**config.mk**
```make
export PLATFORM = sky130hd
export DESIGN_NAME = filt_xfer_sequencer
export DESIGN_NICKNAME = d
export VERILOG_FILES = /design/src/rtl/filt_xfer_pkg.sv /design/src/rtl/xfer_rd_delay.sv /design/src/rtl/filt_xfer_sequencer.sv
export SDC_FILE = /design/constraint.sdc
export NUM_CORES = 1
export LEC_CHECK = 0
export CORE_UTILIZATION = 52
export CTS_CLUSTER_DIAMETER = 60
export DETAILED_ROUTE_END_ITERATION = 6
export PLACE_DENSITY = 0.8
export REMOVE_ABC_BUFFERS = 1
export SETUP_SLACK_MARGIN = 0.1
export SLEW_MARGIN = 0
export SYNTH_ARGS = -nofsm -noshare
export SYNTH_HDL_FRONTEND = slang
export SYNTH_SLANG_ARGS = --single-unit
export TNS_END_PERCENT = 50
```
**constraint.sdc**
```tcl
create_clock -name clk -period 2.81 [get_ports clk]
set_input_delay 0.562 -clock clk [delete_from_list [all_inputs] [get_ports clk]]
set_output_delay 0.562 -clock clk [all_outputs]
set_load 0.01 [all_outputs]
```
**src/rtl/filt_xfer_pkg.sv**
```systemverilog
// Shared encodings for the FFT/FIR file-transfer sequencer: FSM states,
// filter-select mode values and the per-state pause pair.
package filt_xfer_pkg;

    localparam logic [2:0] IDLE  = 3'd0;
    localparam logic [2:0] READ  = 3'd1;
    localparam logic [2:0] WRITE = 3'd2;
    localparam logic [2:0] HOLD  = 3'd3;
    localparam logic [2:0] DONE  = 3'd4;

    typedef enum logic [2:0] {
        ST_IDLE  = IDLE,
        ST_READ  = READ,
        ST_WRITE = WRITE,
        ST_HOLD  = HOLD,
        ST_DONE  = DONE
    } state_t;

    localparam logic MODE_FFT = 1'b0;
    localparam logic MODE_FIR = 1'b1;

    // {read_pause, write_pause} for the selected filter; 2'b00 is unreachable.
    function automatic logic [1:0] pause_pair(input state_t s);
        case (s)
            ST_READ:  return 2'b01;
            ST_WRITE: return 2'b10;
            default:  return 2'b11;
        endcase
    endfunction

endpackage

```
**src/rtl/xfer_rd_delay.sv**
```systemverilog
// RAM read-latency model: delays the read strobe by RD_LAT cycles to form the
// accelerator input valid; flush drops every read still in flight.
module xfer_rd_delay #(
    parameter int RD_LAT = 1
) (
    input  logic clk,
    input  logic reset,
    input  logic flush,
    input  logic in_vld,
    output logic out_vld,
    output logic pending
);

    logic [RD_LAT-1:0] vld_pipe;

    always_ff @(posedge clk) begin
        if (reset || flush) begin
            vld_pipe <= '0;
        end else begin
            vld_pipe <= (vld_pipe << 1) | RD_LAT'(in_vld);
        end
    end

    assign out_vld = vld_pipe[RD_LAT-1];
    assign pending = |vld_pipe;

endmodule

```
**src/rtl/filt_xfer_sequencer.sv**
```systemverilog
// Runs one FFT or FIR file transfer through addr_calc_top, alternating read
// beats (RAM->accelerator) and write beats (accelerator->RAM) until done.
module filt_xfer_sequencer
    import filt_xfer_pkg::*;
#(
    parameter int RD_LAT  = 1,
    parameter int TIMEOUT = 1024,
    parameter int CNT_W   = 32
) (
    input  logic             clk,
    input  logic             reset,
    input  logic             start,
    input  logic             mode,
    input  logic             abort,
    input  logic             fft_read_done,
    input  logic             fft_write_done,
    input  logic             fir_read_done,
    input  logic             fir_write_done,
    input  logic             acc_in_ready,
    input  logic             acc_out_valid,
    output logic             fft_enable,
    output logic             fir_enable,
    output logic             fft_read_pause,
    output logic             fft_write_pause,
    output logic             fir_read_pause,
    output logic             fir_write_pause,
    output logic             ram_re,
    output logic             ram_we,
    output logic             acc_in_valid,
    output logic             acc_out_ready,
    output logic             busy,
    output logic             done_pulse,
    output logic             err_timeout,
    output logic [CNT_W-1:0] rd_beats,
    output logic [CNT_W-1:0] wr_beats
);

    localparam int WD_W = $clog2(TIMEOUT + 1);

    state_t          state;
    state_t          state_nx;
    logic            mode_q;
    logic            mode_nx;
    logic            start_acc;
    logic            abort_acc;
    logic            active;
    logic            rd_done;
    logic            wr_done;
    logic            pipe_pending;
    logic            pipe_empty;
    logic            run_nx;
    logic [1:0]      pp_nx;
    logic [1:0]      fft_pp_nx;
    logic [1:0]      fir_pp_nx;
    logic [WD_W-1:0] wd_cnt;

    function automatic logic [CNT_W-1:0] sat_inc(input logic [CNT_W-1:0] v);
        return (&v) ? v : v + 1'b1;
    endfunction

    assign active     = (state == ST_HOLD) || (state == ST_READ) || (state == ST_WRITE);
    assign start_acc  = (state == ST_IDLE) && start;
    assign abort_acc  = active && abort;
    assign rd_done    = (mode_q == MODE_FIR) ? fir_read_done  : fft_read_done;
    assign wr_done    = (mode_q == MODE_FIR) ? fir_write_done : fft_write_done;
    // A read is in flight from the ram_re cycle until it leaves the latency pipe.
    assign pipe_empty = !ram_re && !pipe_pending;

    always_comb begin
        state_nx = state;
        unique case (state)
            ST_IDLE: begin
                if (start) state_nx = ST_HOLD;
            end
            ST_READ, ST_WRITE, ST_HOLD: begin
                if (abort)                                 state_nx = ST_IDLE;
                else if (rd_done && wr_done && pipe_empty) state_nx = ST_DONE;
                else if (acc_out_valid && !wr_done)        state_nx = ST_WRITE;
                else if (acc_in_ready && !rd_done && pipe_empty)
                                                           state_nx = ST_READ;
                else                                       state_nx = ST_HOLD;
            end
            ST_DONE: state_nx = ST_IDLE;
            default: state_nx = ST_IDLE;
        endcase
    end

    always_comb begin
        mode_nx   = start_acc ? mode : mode_q;
        run_nx    = (state_nx == ST_HOLD) || (state_nx == ST_READ) || (state_nx == ST_WRITE);
        pp_nx     = pause_pair(state_nx);
        fft_pp_nx = (mode_nx == MODE_FFT) ? pp_nx : 2'b11;
        fir_pp_nx = (mode_nx == MODE_FIR) ? pp_nx : 2'b11;
    end

    // Outputs are registered from the next state so they line up with it.
    always_ff @(posedge clk) begin
        if (reset) begin
            state           <= ST_IDLE;
            mode_q          <= MODE_FFT;
            fft_enable      <= 1'b0;
            fir_enable      <= 1'b0;
            fft_read_pause  <= 1'b1;
            fft_write_pause <= 1'b1;
            fir_read_pause  <= 1'b1;
            fir_write_pause <= 1'b1;
            ram_re          <= 1'b0;
            ram_we          <= 1'b0;
            acc_out_ready   <= 1'b0;
            busy            <= 1'b0;
            done_pulse      <= 1'b0;
            err_timeout     <= 1'b0;
            rd_beats        <= '0;
            wr_beats        <= '0;
            wd_cnt          <= '0;
        end else begin
            state                              <= state_nx;
            mode_q                             <= mode_nx;
            fft_enable                         <= run_nx && (mode_nx == MODE_FFT);
            fir_enable                         <= run_nx && (mode_nx == MODE_FIR);
            {fft_read_pause, fft_write_pause}  <= fft_pp_nx;
            {fir_read_pause, fir_write_pause}  <= fir_pp_nx;
            ram_re                             <= (state_nx == ST_READ);
            ram_we                             <= (state_nx == ST_WRITE);
            acc_out_ready                      <= (state_nx == ST_WRITE);
            busy                               <= run_nx;
            done_pulse                         <= (state_nx == ST_DONE);

            if (start_acc) begin
                rd_beats <= '0;
                wr_beats <= '0;
            end else begin
                if (state_nx == ST_READ)  rd_beats <= sat_inc(rd_beats);
                if (state_nx == ST_WRITE) wr_beats <= sat_inc(wr_beats);
            end

            // Watchdog only flags a stall; the FSM keeps waiting in HOLD.
            if (state == ST_HOLD) begin
                if (wd_cnt == WD_W'(TIMEOUT - 1)) err_timeout <= 1'b1;
                else                              wd_cnt      <= wd_cnt + 1'b1;
            end else begin
                wd_cnt <= '0;
            end
            if (start_acc) err_timeout <= 1'b0;
        end
    end

    xfer_rd_delay #(
        .RD_LAT (RD_LAT)
    ) u_rd_delay (
        .clk     (clk),
        .reset   (reset),
        .flush   (start_acc || abort_acc),
        .in_vld  (ram_re),
        .out_vld (acc_in_valid),
        .pending (pipe_pending)
    );

endmodule

```
==> results.py <==
metrics = {
    "run_status": {
        "status": "finished clean",
    },
    "clock_network": {
        "cts.htree.levels": 3,
        "clock_latency_ps": 360,
        "clockBufferDepth": 2,
        "cts_root_buf": "clkbuf_8",
        "cts_tree": "done",
        "path_clk_slew_ps": 100,
        "cts_made_buffers": 9,
        "cts.sinks": 91,
        "post-cts-setup-buffer-count": 0,
        "cts_hold_buf": 0,
    },
    "cells_and_area": {
        "syn_to_final_growth_pct": 28.1,
        "diodes": 0,
        "fin_nets": 639,
        "drive_above_1_share_pct": 8.73,
        "fill_cells": 683,
        "post-route-util_pct": 69.6,
    },
    "floorplanning": {
        "die_h_um": 95.1,
        "start_util_pct": 54.3,
        "core_area_um2": 8300,
        "ios": 88,
        "rows": 33,
        "die_width_um": 95.1,
        "dieArea_um2": 9050,
    },
    "yosys": {
        "syn_area_um2": 4510,
        "synthMuxAreaShare_pct": 1.97,
        "synth_top_family_by_area": "simple AND/OR/NAND/NOR gates",
        "synth_edf_count": 0,
        "avgSynthCellArea_um2": 8.49,
        "ys_warn_count": 0,
        "ys_types": 53,
        "synthAdderAreaFrac_pct": 0.832,
        "synth_seq_cells": 91,
        "synth_seq_area_share_pct": 40.4,
        "synth_compound_area_share_pct": 19.6,
        "yosys.area_share.simple_pct": 31.4,
        "synthXorXnorAreaFrac_pct": 1.75,
        "synth_ff_type": "dfxtp_1",
        "async_flop_share_pct": 0,
        "netlist_instances": 531,
    },
    "run": {
        "maxCapViolations": 0,
    },
    "worst_hold_path": {
        "worstHoldStart": "wd_cnt[10]",
        "min_delay_path_depth": 2,
        "hold_class": "reg -> reg",
    },
    "detailed_routing": {
        "vias_per_cell": 6.27,
        "num_vias": 4605,
        "drt-initial-drc-count": 269,
        "dr.pass1.iters": 4,
        "drtAntennaViolNets": 0,
        "wl_per_cell_um": 16.0,
        "routed_wl_mm": 11.8,
        "drc": 0,
    },
    "timing": {
        "post-route-min-period_ps": 2500,
        "max_freq_mhz": 400,
        "skew_ps": 15.4,
        "worst_slew_pin_slew_ps": 1020,
        "hold_viol_final": 0,
        "max_slew_margin_pct": 31.5,
        "fin_crit_sh_pct": 89.1,
        "finalSetupTns_ps": 0,
        "maxSlewViolCount": 0,
        "fin_ws_ps": 308,
        "rsz0062_at_grt": "no",
        "finalSetupViolations": 0,
    },
    "worst_setup_path": {
        "worstPathRequired_ps": 3100,
        "cp-end-kind": "flop",
        "crit_cells": 6,
        "criticalPathCategory": "in -> reg",
        "crit_family": "simple AND/OR/NAND/NOR gates",
        "path_cells": "clkdlybuf4s50_1, mux2i_4, nor4b_4, o31ai_2, or4_1, a21oi_1",
        "critical_path.startpoint_type": "primary input",
        "path_buf_inv": 1,
        "r2r_cells": 5,
        "rr_startpoint": "mode_q",
        "rrSetupSlack_ps": 350,
        "slowest_stage": "or4_1",
        "crit_path_max_incr_delay_ps": 570,
        "arrival_ps": 2790,
        "cp-startpoint": "fir_write_done",
        "cp_max_fo": 16,
    },
    "global_route": {
        "antenna_found_initial": 0,
        "grt_pass1_vias": 4233,
        "grt_max_degree": 33,
        "grt-ovfl-total": 0,
        "grtUsageTotal_pct": 26.6,
        "grt_pass1_wl_mm": 19.2,
    },
    "placement": {
        "gp_congestion": 0.856,
        "io_buffers": 87,
        "hpwl_mm": 8.21,
        "place_ws_ps": 36.1,
    },
    "power_and_ir_drop": {
        "power.leakage_nw": 1.78,
        "ir_worst_vdd_mv": 0.316,
        "p_per_area_nw_per_um2": 443,
    },
}
report_power, final:
group	leakage, nW	switching [mW]	internal [mW]
registers	0.734	0.00911	1.30
logic	0.926	0.0995	0.0660
clock network	0.124	0.485	0.599
total	1.78	0.593	1.96
synthesized netlist by cell type (3+ instances only):
library cell	instances	area share, %
or2_2	5	0.69
buf_4	4	0.67
xor2_1	7	1.4
or3_1	28	3.9
nand3_1	31	3.4
buf_2	5	0.55
a31oi_1	4	0.55
nor2_1	36	3.0
nor4_1	6	0.83
a21oi_1	58	6.4
o21ai_1	9	1.0
nand2_1	35	2.9
inv_1	11	0.92
or4_1	30	5.0
dfxtp_1	91	40
clkbuf_1	12	1.0
buf_6	4	1.0
mux2i_1	4	0.89
o31ai_1	30	5.0
o21ai_0	23	2.6
o21a_1	3	0.50
nor2b_1	3	0.42
and4_1	10	1.9
and2_1	7	0.97
nand4_1	25	3.5
o211ai_1	5	0.83
nor3_1	4	0.44
and3_1	10	1.4
ha_1	3	0.83
timing repair:
| item | 4_1_cts | 5_1_grt |
|---|---|---|
| setup endpoints to repair | 0 | 16 |
| gates resized for setup | 0 | 0 |
| endpoints found under the hold margin | 0 | 0 |
registers in the layout (all words and copies together), names as in the netlist, 3 cells and up:
register / count
rd_beats: 32
wr_beats: 32
wd_cnt: 11
state: 3
path summary, 6_finish.rpt:
kind                        to
hold reg to reg     wd_cnt[10]
hold / removal      wd_cnt[10]
setup reg to reg  wr_beats[29]
setup / recovery  wr_beats[29]
logic make-up after synthesis:
kind of cell,Yosys count
fa+ha+maj,3
compound gates,143
simple gates,242
buf+inv,36
mux,7
xor+xnor,9
flops,91
placed cells by master (no fill, tap or decap), types with 11 or more instances in the layout:
| cell type | n |
|---|---|
| nor2_1 | 36 |
| a21oi_1 | 58 |
| o31ai_1 | 30 |
| or3_1 | 28 |
| clkdlybuf4s50_1 | 87 |
| o21ai_0 | 23 |
| buf_4 | 20 |
| nand3_1 | 31 |
| nand2_1 | 35 |
| dfxtp_1 | 91 |
| or4_1 | 30 |
| nand4_1 | 25 |
| inv_1 | 11 |
per-stage QoR:
stage / cell area [µm²] / std cells / hold slack [ps] / total power, mW
finish: 5780 / 735 / 434 / 2.56
global route: 5780 / 735 / 462 / 2.65
CTS: 5770 / 734 / 439 / 2.57
detailed placement: 5520 / 718 / 425 / 1.50
global placement: 5520 / 718 / 417 / 1.50
floorplan: 4360 / 506 / 407 / 1.42
cell type report:
type / count / area, µm² / area share [%]
sequential: 91 / 1820 / 31.5
multi-input combinational: 405 / 2510 / 43.5
tap: 105 / 131 / 2.27
clock buffer: 9 / 124 / 2.14
timing repair buffer: 107 / 1020 / 17.7
inverter: 11 / 41.3 / 0.715
clock inverter: 7 / 125 / 2.17
metal layers:
metal / track usage, % / wire length (µm) / up-vias
li1: - / - / 2233
met1: 35.8 / 5370 / 2198
met2: 42.5 / 5510 / 155
met3: 5.50 / 674 / 19
met4: 8.46 / 219 / 0
met5: 0 / 0 / -
tightest hold or removal path, cell delays in order, from the launching register on:
cell and delay, ps:
dfxtp_1 320, nand2_1 50, a31oi_1 30
Power figures use the tool's default switching activity.
